$ cat config.mk
export PLATFORM = sky130hd
export DESIGN_NAME = rgb_frame_sequencer
export DESIGN_NICKNAME = d
export VERILOG_FILES = /design/src/rtl/rgb_frame_sequencer_pkg.sv /design/src/rtl/byte_timeout_timer.sv /design/src/rtl/rgb_frame_sequencer.sv
export SDC_FILE = /design/constraint.sdc
export NUM_CORES = 1
export LEC_CHECK = 0
export CAP_MARGIN = 20
export CORE_UTILIZATION = 54
export DETAILED_ROUTE_END_ITERATION = 12
export HOLD_SLACK_MARGIN = 0.05
export PLACE_DENSITY = 0.87
export SYNTH_ARGS = -nofsm -noshare
export SYNTH_HDL_FRONTEND = slang
export SYNTH_SLANG_ARGS = --single-unit
$ cat constraint.sdc
create_clock -name i_clk -period 3.1 [get_ports i_clk]
set_clock_uncertainty 0.15 [all_clocks]
set_input_delay 0.62 -clock i_clk [delete_from_list [all_inputs] [get_ports i_clk]]
set_output_delay 0.62 -clock i_clk [all_outputs]
set_load 0.02 [all_outputs]
$ cat src/rtl/rgb_frame_sequencer_pkg.sv
// Shared definitions for the RGB frame sequencer: FSM encoding, header tag,
// byte positions inside the {G,R,B} colour word and error counter width.
package rgb_frame_sequencer_pkg;

  typedef enum logic [2:0] {
    ST_IDLE      = 3'd0,
    ST_GET_G     = 3'd1,
    ST_GET_R     = 3'd2,
    ST_GET_B     = 3'd3,
    ST_WAIT_IDLE = 3'd4,
    ST_LOAD      = 3'd5
  } state_e;

  localparam logic [5:0] HEADER_TAG = 6'b101000;

  localparam int G_LSB = 16;
  localparam int R_LSB = 8;
  localparam int B_LSB = 0;

  localparam int ERR_W = 8;

endpackage

$ cat src/rtl/byte_timeout_timer.sv
// Inter-byte timeout: counts while enabled, clear has priority, and expire
// is asserted combinationally in the cycle the count sits at TIMEOUT-1.
module byte_timeout_timer #(
  parameter int TIMEOUT = 100000
) (
  input  logic i_clk,
  input  logic i_rst_n,
  input  logic clear,
  input  logic enable,
  output logic expire
);

  localparam int CNT_W = $clog2(TIMEOUT);
  localparam logic [CNT_W-1:0] LAST = CNT_W'(TIMEOUT - 1);

  logic [CNT_W-1:0] cnt_q;

  always_ff @(posedge i_clk or negedge i_rst_n) begin
    if (!i_rst_n) begin
      cnt_q <= '0;
    end else if (clear) begin
      cnt_q <= '0;
    end else if (enable && (cnt_q != LAST)) begin
      cnt_q <= cnt_q + CNT_W'(1);
    end
  end

  assign expire = enable && (cnt_q == LAST);

endmodule

$ cat src/rtl/rgb_frame_sequencer.sv
// Assembles header+G+R+B UART frames and hands the colour to the addressed
// WS2812 strip driver with a one-cycle load once that driver is idle.
module rgb_frame_sequencer
  import rgb_frame_sequencer_pkg::*;
#(
  parameter int TIMEOUT = 100000
) (
  input  logic        i_clk,
  input  logic        i_rst_n,
  input  logic [7:0]  i_rx_data,
  input  logic        i_rx_valid,
  input  logic [3:0]  i_busy,
  output logic [23:0] o_din,
  output logic [1:0]  o_sel,
  output logic [3:0]  o_load,
  output logic        o_frame_done,
  output logic [7:0]  o_err_cnt
);

  state_e           state_q, state_d;
  logic [1:0]       ch_q, ch_d;
  logic [23:0]      colour_q, colour_d;
  logic [23:0]      din_q, din_d;
  logic [1:0]       sel_q, sel_d;
  logic [ERR_W-1:0] err_q;
  logic             err_inc;
  logic             tmr_clear, tmr_en, tmr_expire;

  function automatic logic [ERR_W-1:0] sat_inc(input logic [ERR_W-1:0] v);
    return (&v) ? v : v + ERR_W'(1);
  endfunction

  byte_timeout_timer #(
    .TIMEOUT (TIMEOUT)
  ) u_timer (
    .i_clk   (i_clk),
    .i_rst_n (i_rst_n),
    .clear   (tmr_clear),
    .enable  (tmr_en),
    .expire  (tmr_expire)
  );

  always_comb begin
    state_d   = state_q;
    ch_d      = ch_q;
    colour_d  = colour_q;
    din_d     = din_q;
    sel_d     = sel_q;
    err_inc   = 1'b0;
    tmr_clear = 1'b0;
    tmr_en    = 1'b0;

    case (state_q)
      ST_IDLE: begin
        if (i_rx_valid) begin
          if (i_rx_data[7:2] == HEADER_TAG) begin
            ch_d      = i_rx_data[1:0];
            tmr_clear = 1'b1;
            state_d   = ST_GET_G;
          end else begin
            err_inc = 1'b1;
          end
        end
      end

      // A byte arriving on the expiry cycle wins over the timeout.
      ST_GET_G, ST_GET_R, ST_GET_B: begin
        tmr_en = 1'b1;
        if (i_rx_valid) begin
          tmr_clear = 1'b1;
          case (state_q)
            ST_GET_G: begin
              colour_d[G_LSB +: 8] = i_rx_data;
              state_d              = ST_GET_R;
            end
            ST_GET_R: begin
              colour_d[R_LSB +: 8] = i_rx_data;
              state_d              = ST_GET_B;
            end
            default: begin
              colour_d[B_LSB +: 8] = i_rx_data;
              state_d              = ST_WAIT_IDLE;
            end
          endcase
        end else if (tmr_expire) begin
          colour_d = '0;
          err_inc  = 1'b1;
          state_d  = ST_IDLE;
        end
      end

      ST_WAIT_IDLE: begin
        err_inc = i_rx_valid;
        if (!i_busy[ch_q]) begin
          din_d   = colour_q;
          sel_d   = ch_q;
          state_d = ST_LOAD;
        end
      end

      ST_LOAD: begin
        err_inc = i_rx_valid;
        state_d = ST_IDLE;
      end

      default: state_d = ST_IDLE;
    endcase
  end

  always_ff @(posedge i_clk or negedge i_rst_n) begin
    if (!i_rst_n) begin
      state_q  <= ST_IDLE;
      ch_q     <= '0;
      colour_q <= '0;
      din_q    <= '0;
      sel_q    <= '0;
      err_q    <= '0;
    end else begin
      state_q  <= state_d;
      ch_q     <= ch_d;
      colour_q <= colour_d;
      din_q    <= din_d;
      sel_q    <= sel_d;
      if (err_inc) err_q <= sat_inc(err_q);
    end
  end

  always_comb begin
    o_load = '0;
    if (state_q == ST_LOAD) o_load[ch_q] = 1'b1;
  end

  assign o_frame_done = (state_q == ST_LOAD);
  assign o_din        = din_q;
  assign o_sel        = sel_q;
  assign o_err_cnt    = err_q;

endmodule

==> results of run 1 <==
## cell type report
| cell class | count | area [um^2] | share of cell area, % |
|---|---|---|---|
| repair buffers | 63 | 603.1 | 13.02 |
| clock buffers | 10 | 137.6 | 2.971 |
| well taps | 96 | 120.1 | 2.593 |
| flip-flops and latches | 80 | 2002 | 43.22 |
| multi-input cells | 226 | 1708 | 36.87 |
| inverters | 3 | 11.26 | 0.2431 |
| clock inverters | 6 | 50.05 | 1.080 |
## through the flow
stage / hold slack [ns] / util [%] / std cells / worst slack, ns / cell area (um^2)
floorplan: 0.1744 / - / 324 / 0.6997 / 3782
global placement: 0.3316 / 65.41 / 468 / 0.2788 / 4444
detailed placement: 0.3348 / 65.41 / 468 / 0.2346 / 4444
CTS: 0.2948 / 68.18 / 484 / 0.2401 / 4632
global route: 0.3580 / 68.18 / 484 / 0.09314 / 4632
finish: 0.2564 / 68.18 / 484 / 0.2651 / 4632
## cell families (layout without fill, tap and decap cells)
group,Yosys count,count (layout)
AOI/OAI and AO/OA,61,61
xor gates and xnor gates,22,22
adders and majority gates,2,2
buffers and inverters,18,82
DFF,80,80
muxes,40,40
and+or+nand+nor,101,101
## state kept, by name (all words and copies together) (netlist names)
signal,flops
u_timer.cnt_q,17
ch_q,2
colour_q,24
o_din,24
state_q,3
o_err_cnt,8
o_sel,2
## worst min-delay path by stage
stage | slack [ns] | depth (start not counted) | to
after floorplan | 0.17 | 0 | ch_q[0]
after global placement | 0.33 | 1 | o_err_cnt[6]
after detailed placement | 0.33 | 1 | o_err_cnt[5]
after CTS | 0.29 | 1 | o_din[18]
after global routing | 0.36 | 1 | o_din[20]
final | 0.26 | 1 | o_din[18]
## placed cells by master, fill, tap and decap left out, types with 2 or more instances in the layout
cell and instances:
nor4b_1 4, nor2b_1 2, nand3_1 9, nand4_1 5, inv_6 3, dfrtp_1 80
and2_1 3, o211ai_1 2, nor3_1 2, nand2_1 27, o2111ai_1 4, nor2_1 25
clkbuf_8 10, and3_1 6, xnor2_1 12, nor4_1 2, nor3b_1 2, clkinvlp_4 2
or3b_2 2, xor2_1 10, o31ai_1 2, ha_1 2, a21oi_1 3, o21ai_0 10
buf_4 11, or4_1 2, inv_1 3, o21ai_2 2, a22o_1 32, clkdlybuf4s50_1 52
mux2_2 37
## synth_stat cells, types with 3 or more instances
master,instances,area share [%]
buf_2,3,0.40
nor4b_1,4,0.93
nor2_1,26,2.6
xor2_1,10,2.3
xnor2_1,12,2.8
and2_1,3,0.50
and3_1,6,0.99
o21ai_0,10,1.3
nand3_1,9,1.2
dfrtp_1,80,53
mux2_2,37,11
inv_1,3,0.30
a21oi_1,3,0.40
o2111ai_1,4,0.93
nand2_1,27,2.7
a22o_1,32,7.4
clkbuf_1,10,0.99
nand4_1,5,0.83
## layer usage
layer	vias up	share of wire (%)	GRT usage, %
met5	-	0	0
met2	100	47	36.51
met4	0	0.54	4.545
met3	4	6.1	4.620
met1	1387	46	34.98
li1	1313	-	-
## power by group through the flow
| stage | combinational (W) | clock, W | sequential, W |
|---|---|---|---|
| after floorplan | 0.000917 | 0 | 0.00185 |
| after global placement | 0.00169 | 0 | 0.00171 |
| after detailed placement | 0.00175 | 0 | 0.00173 |
| after CTS | 0.00176 | 0.000745 | 0.00171 |
| after global routing | 0.00190 | 0.000778 | 0.00176 |
| final | 0.00176 | 0.000725 | 0.00171 |
## worst register-to-register path: stages, from the launching register on
cell     delay (ns)
dfrtp_1        0.59
nor2_1         0.12
nor2_1         0.49
nand2_1        0.34
nor3_1         0.31
mux2_2         0.36
==> flow_summary.yaml, run 1 <==
clock_tree:
  ctsResizeCount: 0
  cts_max_level: 3
  clock_slew_at_reported_path_ffs_ns: 0.09
  clk_path_buf_depth: 2
  cts_hold_buf: 0
  clock_latency_ns: 0.35
  clock_tree.root_cell: "clkbuf_8"
  cts_buffers: 9
  cts_num_sinks: 80
  cts_tree: "done"
  buffers_inserted_during_post_cts_setup_optimization: 0
detailed_routing:
  drt-vias-per-instance: 5.793
  total_routed_wirelength_um: 7963
  num_vias: 2804
  number_of_antenna_violating_nets_in_the_routed_design: 0
  route.detailed.wl_per_inst_um: 16.45
  detail_route.drc_violations: 0
  number_of_iterations_in_the_first_detailed_routing_pass: 4
  drtIter0Drc: 131
critical_path:
  slowest_stage: "clkdlybuf4s50_1"
  cp_data_required_time_ns: 2.33
  criticalPathCategory: "reg2out"
  number_of_buffer_and_inverter_stages_on_the_critical_path: 1
  cell_type_group_with_the_largest_total_delay_on_the_critical_path: "buffers and inverters"
  slowest_delay_ns: 0.64
  crit_cells: 3
  rr_worst_depth: 5
  worst-r2r-setup-slack_ns: 0.64
  regToRegStartpoint: "state_q[0]"
  worstPathArrival_ns: 2.06
  critical_path.cell_chain: "and3_1 > nor3b_1 > clkdlybuf4s50_1"
  critPathCaptureType: "primary output"
  timing.critical_path.to: "o_load[0]"
  worstSetupStartpointType: "register"
  critical_path.reg2reg.endpoint: "u_timer.cnt_q[10]"
  cp_max_fo: 12
  timing.critical_path.from: "state_q[0]"
global_routing:
  globalRouteOverflowTotal: 0
  vias_in_the_first_global_route: 2674
  grt_first_pass_wirelength_um: 13590
  groute.usage.overall_pct: 23.55
  grt_start_max_net_pins: 81
  number_of_antenna_violations_at_the_first_check_in_global_routing: 0
synthesis:
  synth_fp_nets: 341
  seq_cells_post_synth: 80
  yosys.area_share.xor_xnor_pct: 5.094
  synth.mux.area_fraction_pct: 12.27
  instance_count_of_the_mapped_netlist: 324
  synth-simple-area-share_pct: 14.36
  postSynthAreaPerCell_um2: 11.67
  synth-async-reset-ratio_pct: 100.0
  ys.warnings.count: 0
  dominant_combinational_cell_family_by_area_after_synthesis: "simple AND/OR/NAND/NOR gates"
  post_synth_num_cell_types: 48
  seq_area_frac_synth_pct: 52.93
  mappedNetlistArea_mm2: 0.003782
  complex_gate_fraction_of_the_synthesized_area_pct: 12.70
  post_synth_fa_ha_maj_area_fraction_pct: 0.6616
  synth_enable_flop_cells: 0
  synthFlopType: "dfrtp_1"
power_and_ir_drop:
  proportion_of_power_drawn_by_flip_flops_and_latches_pct: 40.8
  clock_power_share_pct: 17.3
  power_leakage_nw: 1.996
  max-vdd-ir-drop_uv: 645.0
  power_per_cell_area_mw_per_mm2: 905.2
  fraction_of_power_spent_switching_nets_pct: 37.64
  power_frac_comb_pct: 41.9
  power.internal_w: 0.002615
  switching_pwr_w: 0.001578
  design_power_total_w: 0.004193
timing:
  worst-slew-pin-transition_ns: 0.9701
  slew_viol_final: 0
  min_period_over_period_pct: 91.45
  setup_total_negative_slack_ns: 0
  rsz0062_at_grt: "no"
  clock.fmax_mhz: 352.7
  hold_viol_final: 0
  maxSlewHeadroom_pct: 35.32
  fin_crit_ns: 2.835
  setup_violations: 0
placed_design:
  place.detailed.hpwl_um: 5484
  routability_cong: 0.9487
  io_buffers: 53
floorplanning:
  die_width_um: 85.69
  std_cell_rows: 30
  io-pin-count: 54
  floorplan.initialDensity_pct: 55.67
  core_mm2: 0.006794
  fp.dieArea_mm2: 0.007343
  die_h_um: 85.69
run_status:
  run_status: "complete, no violations"
final_layout:
  filler_cell_count: 482
  n_antenna_cell: 0
  final_net_count: 400
  post_route_cells_drive_above_1_share_pct: 19.85
  synth_to_layout_area_growth_pct: 22.46
flow_run:
  max_cap_violations: 0
hold_path:
  hold_path_class: "in2async"
(Power assumes the default switching activity.)
==> run 2, diff against run 1 <==
- SYNTH_HIERARCHICAL: default -> 1
==> flow_summary.yaml, run 2 <==
run_status:
  run_status: "complete, no violations"
power_and_ir_drop:
  power_leakage_nw: 2.099
  power_per_cell_area_mw_per_mm2: 885.4
  design_power_total_w: 0.004160
  power.internal_w: 0.002689
  clock_power_share_pct: 19.6
  fraction_of_power_spent_switching_nets_pct: 35.36
  power_frac_comb_pct: 39.3
  max-vdd-ir-drop_uv: 643.0
  switching_pwr_w: 0.001471
  proportion_of_power_drawn_by_flip_flops_and_latches_pct: 41.1
synthesis:
  post_synth_num_cell_types: 54
  synth_largest_area_cell: "dfrtp_1"
  post-synth-top-count-cell: "dfrtp_1"
  synth-async-reset-ratio_pct: 100.0
  yosysTopAreaCellShare_pct: 52.74
  synth_fp_nets: 309
  instance_count_of_the_mapped_netlist: 292
  seq_cells_post_synth: 80
  dominant_combinational_cell_family_by_area_after_synthesis: "multiplexers"
  most_used_standard_cells_in_the_synthesized_netlist: "dfrtp_1, mux2_2, nor2_1"
  mappedNetlistArea_mm2: 0.003796
  synthFlopType: "dfrtp_1"
  postSynthAreaPerCell_um2: 13.00
  synth.mux.area_fraction_pct: 19.94
  seq_area_frac_synth_pct: 52.74
  yosys.area_share.xor_xnor_pct: 3.691
  ys.warnings.count: 6
  post_synth_fa_ha_maj_area_fraction_pct: 0.6592
  synthTopCellsByArea: "dfrtp_1, mux2_2, mux2_4, nor2_1, xnor2_1"
  synth_enable_flop_cells: 0
  complex_gate_fraction_of_the_synthesized_area_pct: 4.153
  synth-simple-area-share_pct: 15.95
global_routing:
  globalRouteOverflowTotal: 0
  number_of_antenna_violations_at_the_first_check_in_global_routing: 0
  grt_start_max_net_pins: 81
  vias_in_the_first_global_route: 2609
  grt_first_pass_wirelength_um: 12680
  groute.usage.overall_pct: 22.39
floorplanning:
  io-pin-count: 54
  fp.dieArea_mm2: 0.007369
  std_cell_rows: 30
  die_width_um: 85.85
  core_mm2: 0.006794
  die_h_um: 85.85
  floorplan.initialDensity_pct: 55.87
timing:
  hold_viol_final: 0
  setup_violations: 0
  setup_total_negative_slack_ns: 0
  rsz0062_at_grt: "no"
  clock.fmax_mhz: 345.5
  slew_viol_final: 0
  fin_crit_ns: 2.894
  worst-slew-pin-transition_ns: 0.4613
  min_period_over_period_pct: 93.36
  maxSlewHeadroom_pct: 68.81
clock_tree:
  clock_tree.root_cell: "clkbuf_8"
  cts_num_sinks: 80
  buffers_inserted_during_post_cts_setup_optimization: 0
  clock_latency_ns: 0.36
  cts_max_level: 3
  cts_tree: "done"
  clock_slew_at_reported_path_ffs_ns: 0.09
  clk_path_buf_depth: 2
  cts_buffers: 9
final_layout:
  mostFrequentLayoutCell: "dfrtp_1"
  synth_to_layout_area_growth_pct: 23.76
  final_net_count: 374
  n_antenna_cell: 0
  register_area_mm2: 0.002002
  post_route_cells_drive_above_1_share_pct: 27.07
  area_occupied_by_multi_input_gates_mm2: 0.001703
  mostFrequentLayoutCells: "dfrtp_1, clkdlybuf4s50_1, mux2_2"
  fin_area_mm2: 0.004698
  filler_cell_count: 449
critical_path:
  worstPathArrival_ns: 2.99
  worstSetupStartpointType: "register"
  cp_max_fo: 8
  critPathCaptureType: "register"
  cp_data_required_time_ns: 3.19
  criticalPathCategory: "reg2reg"
placed_design:
  io_buffers: 53
  routability_cong: 0.8694
  detailed_place.area_mm2: 0.004433
  place.detailed.hpwl_um: 5216
detailed_routing:
  number_of_antenna_violating_nets_in_the_routed_design: 0
  detail_route.drc_violations: 0
  drtIter0Drc: 129
  num_vias: 2569
  route.detailed.wl_per_inst_um: 17.13
  total_routed_wirelength_um: 7845
  drt-vias-per-instance: 5.609
  number_of_iterations_in_the_first_detailed_routing_pass: 4
hold_path:
  hold_path_class: "reg2reg"
flow_run:
  max_cap_violations: 0
==> run 2: per-layer routing <==
metal | part of all wire [%] | track usage [%] | up-vias
li1 | - | - | 1172
met1 | 42 | 28.31 | 1294
met2 | 51 | 37.09 | 83
met3 | 4.3 | 4.331 | 20
met4 | 2.2 | 11.06 | 0
met5 | 0 | 0 | -
==> run 2: cell type report <==
| type | instances | share of cell area [%] |
|---|---|---|
| Clock buffer | 9 | 2.636 |
| Clock inverter | 7 | 1.838 |
| Inverter | 6 | 0.4794 |
| Multi-Input combinational cell | 195 | 36.24 |
| Sequential cell | 80 | 42.61 |
| Tap cell | 96 | 2.557 |
| Timing Repair Buffer | 65 | 13.64 |
==> run 2: worst max-delay path: stages, from the launching register on <==
cell and delay, ns:
dfrtp_1 0.46, ha_1 0.26, and4_1 0.31, nand4_1 0.15, nor2_2 0.25, nor2_1 0.07
or3_1 0.40, a21oi_4 0.32, mux2_2 0.39
==> run 2: metrics by stage <==
stage                     worst slack [ns]  hold slack (ns)  util, %  std cells
final                               0.2059           0.3594    69.15        458
after global routing               0.07347           0.3747    69.15        458
after CTS                          0.07692           0.2924    68.34        456
after detailed placement            0.1510           0.3425    65.25        440
after global placement              0.3148           0.3341    65.25        440
after floorplan                     0.5773           0.1744        -        292
==> run 2: logic make-up after synthesis <==
logic type	after synthesis
XOR/XNOR	16
flip-flops	80
AND/OR/NAND/NOR	99
buffers and inverters	17
multiplexers	60
AO/OA/AOI/OAI	18
adder cells (fa/ha/maj)	2
==> run 2: path summary, 6_finish.rpt <==
check | startpoint | to | slack (ns) | depth (start not counted)
min in group asynchronous | i_rst_n | o_din[12] | 0.44 | 2
hold reg to reg | colour_q[0] | colour_q[0] | 0.36 | 1
setup reg to reg | u_timer/cnt_q[0] | colour_q[9] | 0.21 | 8
setup / recovery | u_timer/cnt_q[0] | colour_q[9] | 0.21 | 8
hold / removal | colour_q[0] | colour_q[0] | 0.36 | 1
max in group asynchronous | i_rst_n | colour_q[9] | 1.80 | 3
==> run 2: what timing repair did <==
item | 4_1_cts | 5_1_grt
resized for setup | 0 | 3
hold buffers | 0 | 1
hold endpoints to repair | 0 | 4
endpoints found under the setup margin | 0 | 17
==> run 2: power groups by stage <==
stage | registers (W) | logic (W) | clock network, W
finish | 0.00171 | 0.00164 | 0.000813
global route | 0.00176 | 0.00174 | 0.000874
CTS | 0.00170 | 0.00161 | 0.000826
detailed placement | 0.00172 | 0.00160 | 0
global placement | 0.00169 | 0.00154 | 0
floorplan | 0.00184 | 0.000821 | 0
==> run 3, diff against run 2 <==
- CORE_UTILIZATION: 54 -> 59
- DONT_BUFFER_PORTS: default -> 1
- PLACE_DENSITY: 0.87 -> 0.83
- SYNTH_HIERARCHICAL: 1 -> default
==> flow_summary.yaml, run 3 (synthesis results as in run 1) <==
timing:
  min_period_over_period_pct: 84.27
  clock.fmax_mhz: 382.8
  fin_crit_ns: 2.612
  smallest_hold_slack_ns: 0.2561
  setup_violations: 0
  worst-slew-pin-transition_ns: 0.7140
  setup_slack_ns: 0.4878
  rsz0062_at_grt: "no"
  maxSlewHeadroom_pct: 52.14
  hold_viol_final: 0
  setup_total_negative_slack_ns: 0
  slew_viol_final: 0
global_routing:
  globalRouteOverflowTotal: 0
  grt_start_max_net_pins: 81
  number_of_antenna_violations_at_the_first_check_in_global_routing: 0
  grt_first_pass_wirelength_um: 12540
  groute.usage.overall_pct: 25.12
  vias_in_the_first_global_route: 2523
hold_path:
  hold_path_class: "in2reg"
  timing.hold.worst_path_depth: 1
  min_delay_worst_endpoint: "colour_q[4]"
  worst_hold_startpoint: "i_rx_valid"
floorplanning:
  core_mm2: 0.006061
  io-pin-count: 54
  die_width_um: 82.07
  fp.dieArea_mm2: 0.006735
  die_h_um: 82.07
  floorplan.initialDensity_pct: 62.41
  std_cell_rows: 28
critical_path:
  cell_type_group_with_the_largest_total_delay_on_the_critical_path: "simple AND/OR/NAND/NOR gates"
  critical_path.cell_chain: "inv_1 > and3_1 > nor3b_1 > buf_4"
  critPathCaptureType: "primary output"
  worstPathArrival_ns: 1.84
  slowest_delay_ns: 0.51
  slowest_stage: "dfrtp_1"
  timing.critical_path.from: "state_q[1]"
  cp_data_required_time_ns: 2.33
  criticalPathCategory: "reg2out"
  worst-r2r-setup-slack_ns: 0.60
  cp_max_fo: 10
  number_of_buffer_and_inverter_stages_on_the_critical_path: 2
  worstSetupStartpointType: "register"
  regToRegStartpoint: "u_timer.cnt_q[13]"
  critical_path.reg2reg.endpoint: "o_err_cnt[1]"
  rr_worst_depth: 5
clock_tree:
  cts_max_level: 3
  clock_latency_ns: 0.36
  ctsResizeCount: 0
  buffers_inserted_during_post_cts_setup_optimization: 0
  cts_num_sinks: 80
  cts_tree: "done"
  clock_tree.root_cell: "clkbuf_8"
  cts_buffers: 9
  cts_hold_buf: 2
  clk_path_buf_depth: 2
  clock_slew_at_reported_path_ffs_ns: 0.09
detailed_routing:
  drtIter0Drc: 175
  drt-vias-per-instance: 6.405
  route.detailed.wl_per_inst_um: 18.80
  number_of_antenna_violating_nets_in_the_routed_design: 0
  total_routed_wirelength_um: 7653
  num_vias: 2607
  detail_route.drc_violations: 0
  number_of_iterations_in_the_first_detailed_routing_pass: 4
final_layout:
  n_antenna_cell: 0
  mostFrequentLayoutCell: "dfrtp_1"
  filler_cell_count: 419
  register_area_mm2: 0.002002
  area_occupied_by_multi_input_gates_mm2: 0.001708
  post_route_cells_drive_above_1_share_pct: 21.69
  final_net_count: 344
  fin_area_mm2: 0.004123
  synth_to_layout_area_growth_pct: 8.998
  final_core_util_pct: 68.02
  mostFrequentLayoutCells: "dfrtp_1, mux2_2, a22o_1"
placed_design:
  io_buffers: 0
  placement.setup.worst_slack_ns: 0.6561
  place.detailed.hpwl_um: 5053
  detailed_place.area_mm2: 0.003852
  routability_cong: 0.8793
flow_run:
  max_cap_violations: 0
power_and_ir_drop:
  max-vdd-ir-drop_uv: 725.4
  power_per_cell_area_mw_per_mm2: 960.5
  power_leakage_nw: 1.822
run_status:
  run_status: "complete, no violations"
==> run 3: cell count changes in the layout (fill, tap and decap cells not counted), moves of 4 or more <==
cell | before | now
nor3_1 | 7 | 2
clkdlybuf4s50_1 | 52 | 0
and2_1 | 8 | 3
buf_4 | 11 | 5
a22o_1 | 0 | 32
o2111ai_1 | 0 | 4
nand2_1 | 10 | 27
o21ai_0 | 1 | 10
mux2_4 | 19 | 1
==> run 3: per-layer routing <==
| layer | global-route usage (%) | vias up | share of wire (%) |
|---|---|---|---|
| li1 | - | 1194 | - |
| met1 | 34.96 | 1324 | 46 |
| met2 | 38.43 | 76 | 47 |
| met3 | 5.556 | 13 | 5.0 |
| met4 | 9.298 | 0 | 1.7 |
| met5 | 0 | - | 0 |
==> run 3: power by group <==
| part | switching [W] | internal [W] |
|---|---|---|
| sequential | 0.000568 | 0.00141 |
| clock | 0.000426 | 0.000472 |
| combinational | 0.000532 | 0.000557 |
| total | 0.00153 | 0.00243 |
==> run 3: worst max path at each step <==
stage	endpoint	slack, ns	cells past startpoint
3_3_place_gp	o_err_cnt[1]	0.73	5
6_report	o_load[0]	0.49	4
5_1_grt	o_load[0]	0.37	4
3_5_place_dp	o_err_cnt[1]	0.66	5
4_1_cts	o_load[0]	0.49	4
2_1_floorplan	o_load[0]	0.70	5
==> run 3: per-stage QoR <==
stage,std cells,total power (W)
floorplan,324,0.002769
CTS,407,0.003965
global placement,389,0.002971
finish,407,0.003960
global route,407,0.004199
detailed placement,389,0.003041
==> run 3: cell type report <==
| type | count | share of cell area (%) |
|---|---|---|
| timing repair buffer | 7 | 1.821 |
| sequential | 80 | 48.56 |
| multi-input combinational | 226 | 41.43 |
| clock inverter | 7 | 2.640 |
| tap | 75 | 2.276 |
| clock buffer | 9 | 3.005 |
| inverter | 3 | 0.2731 |
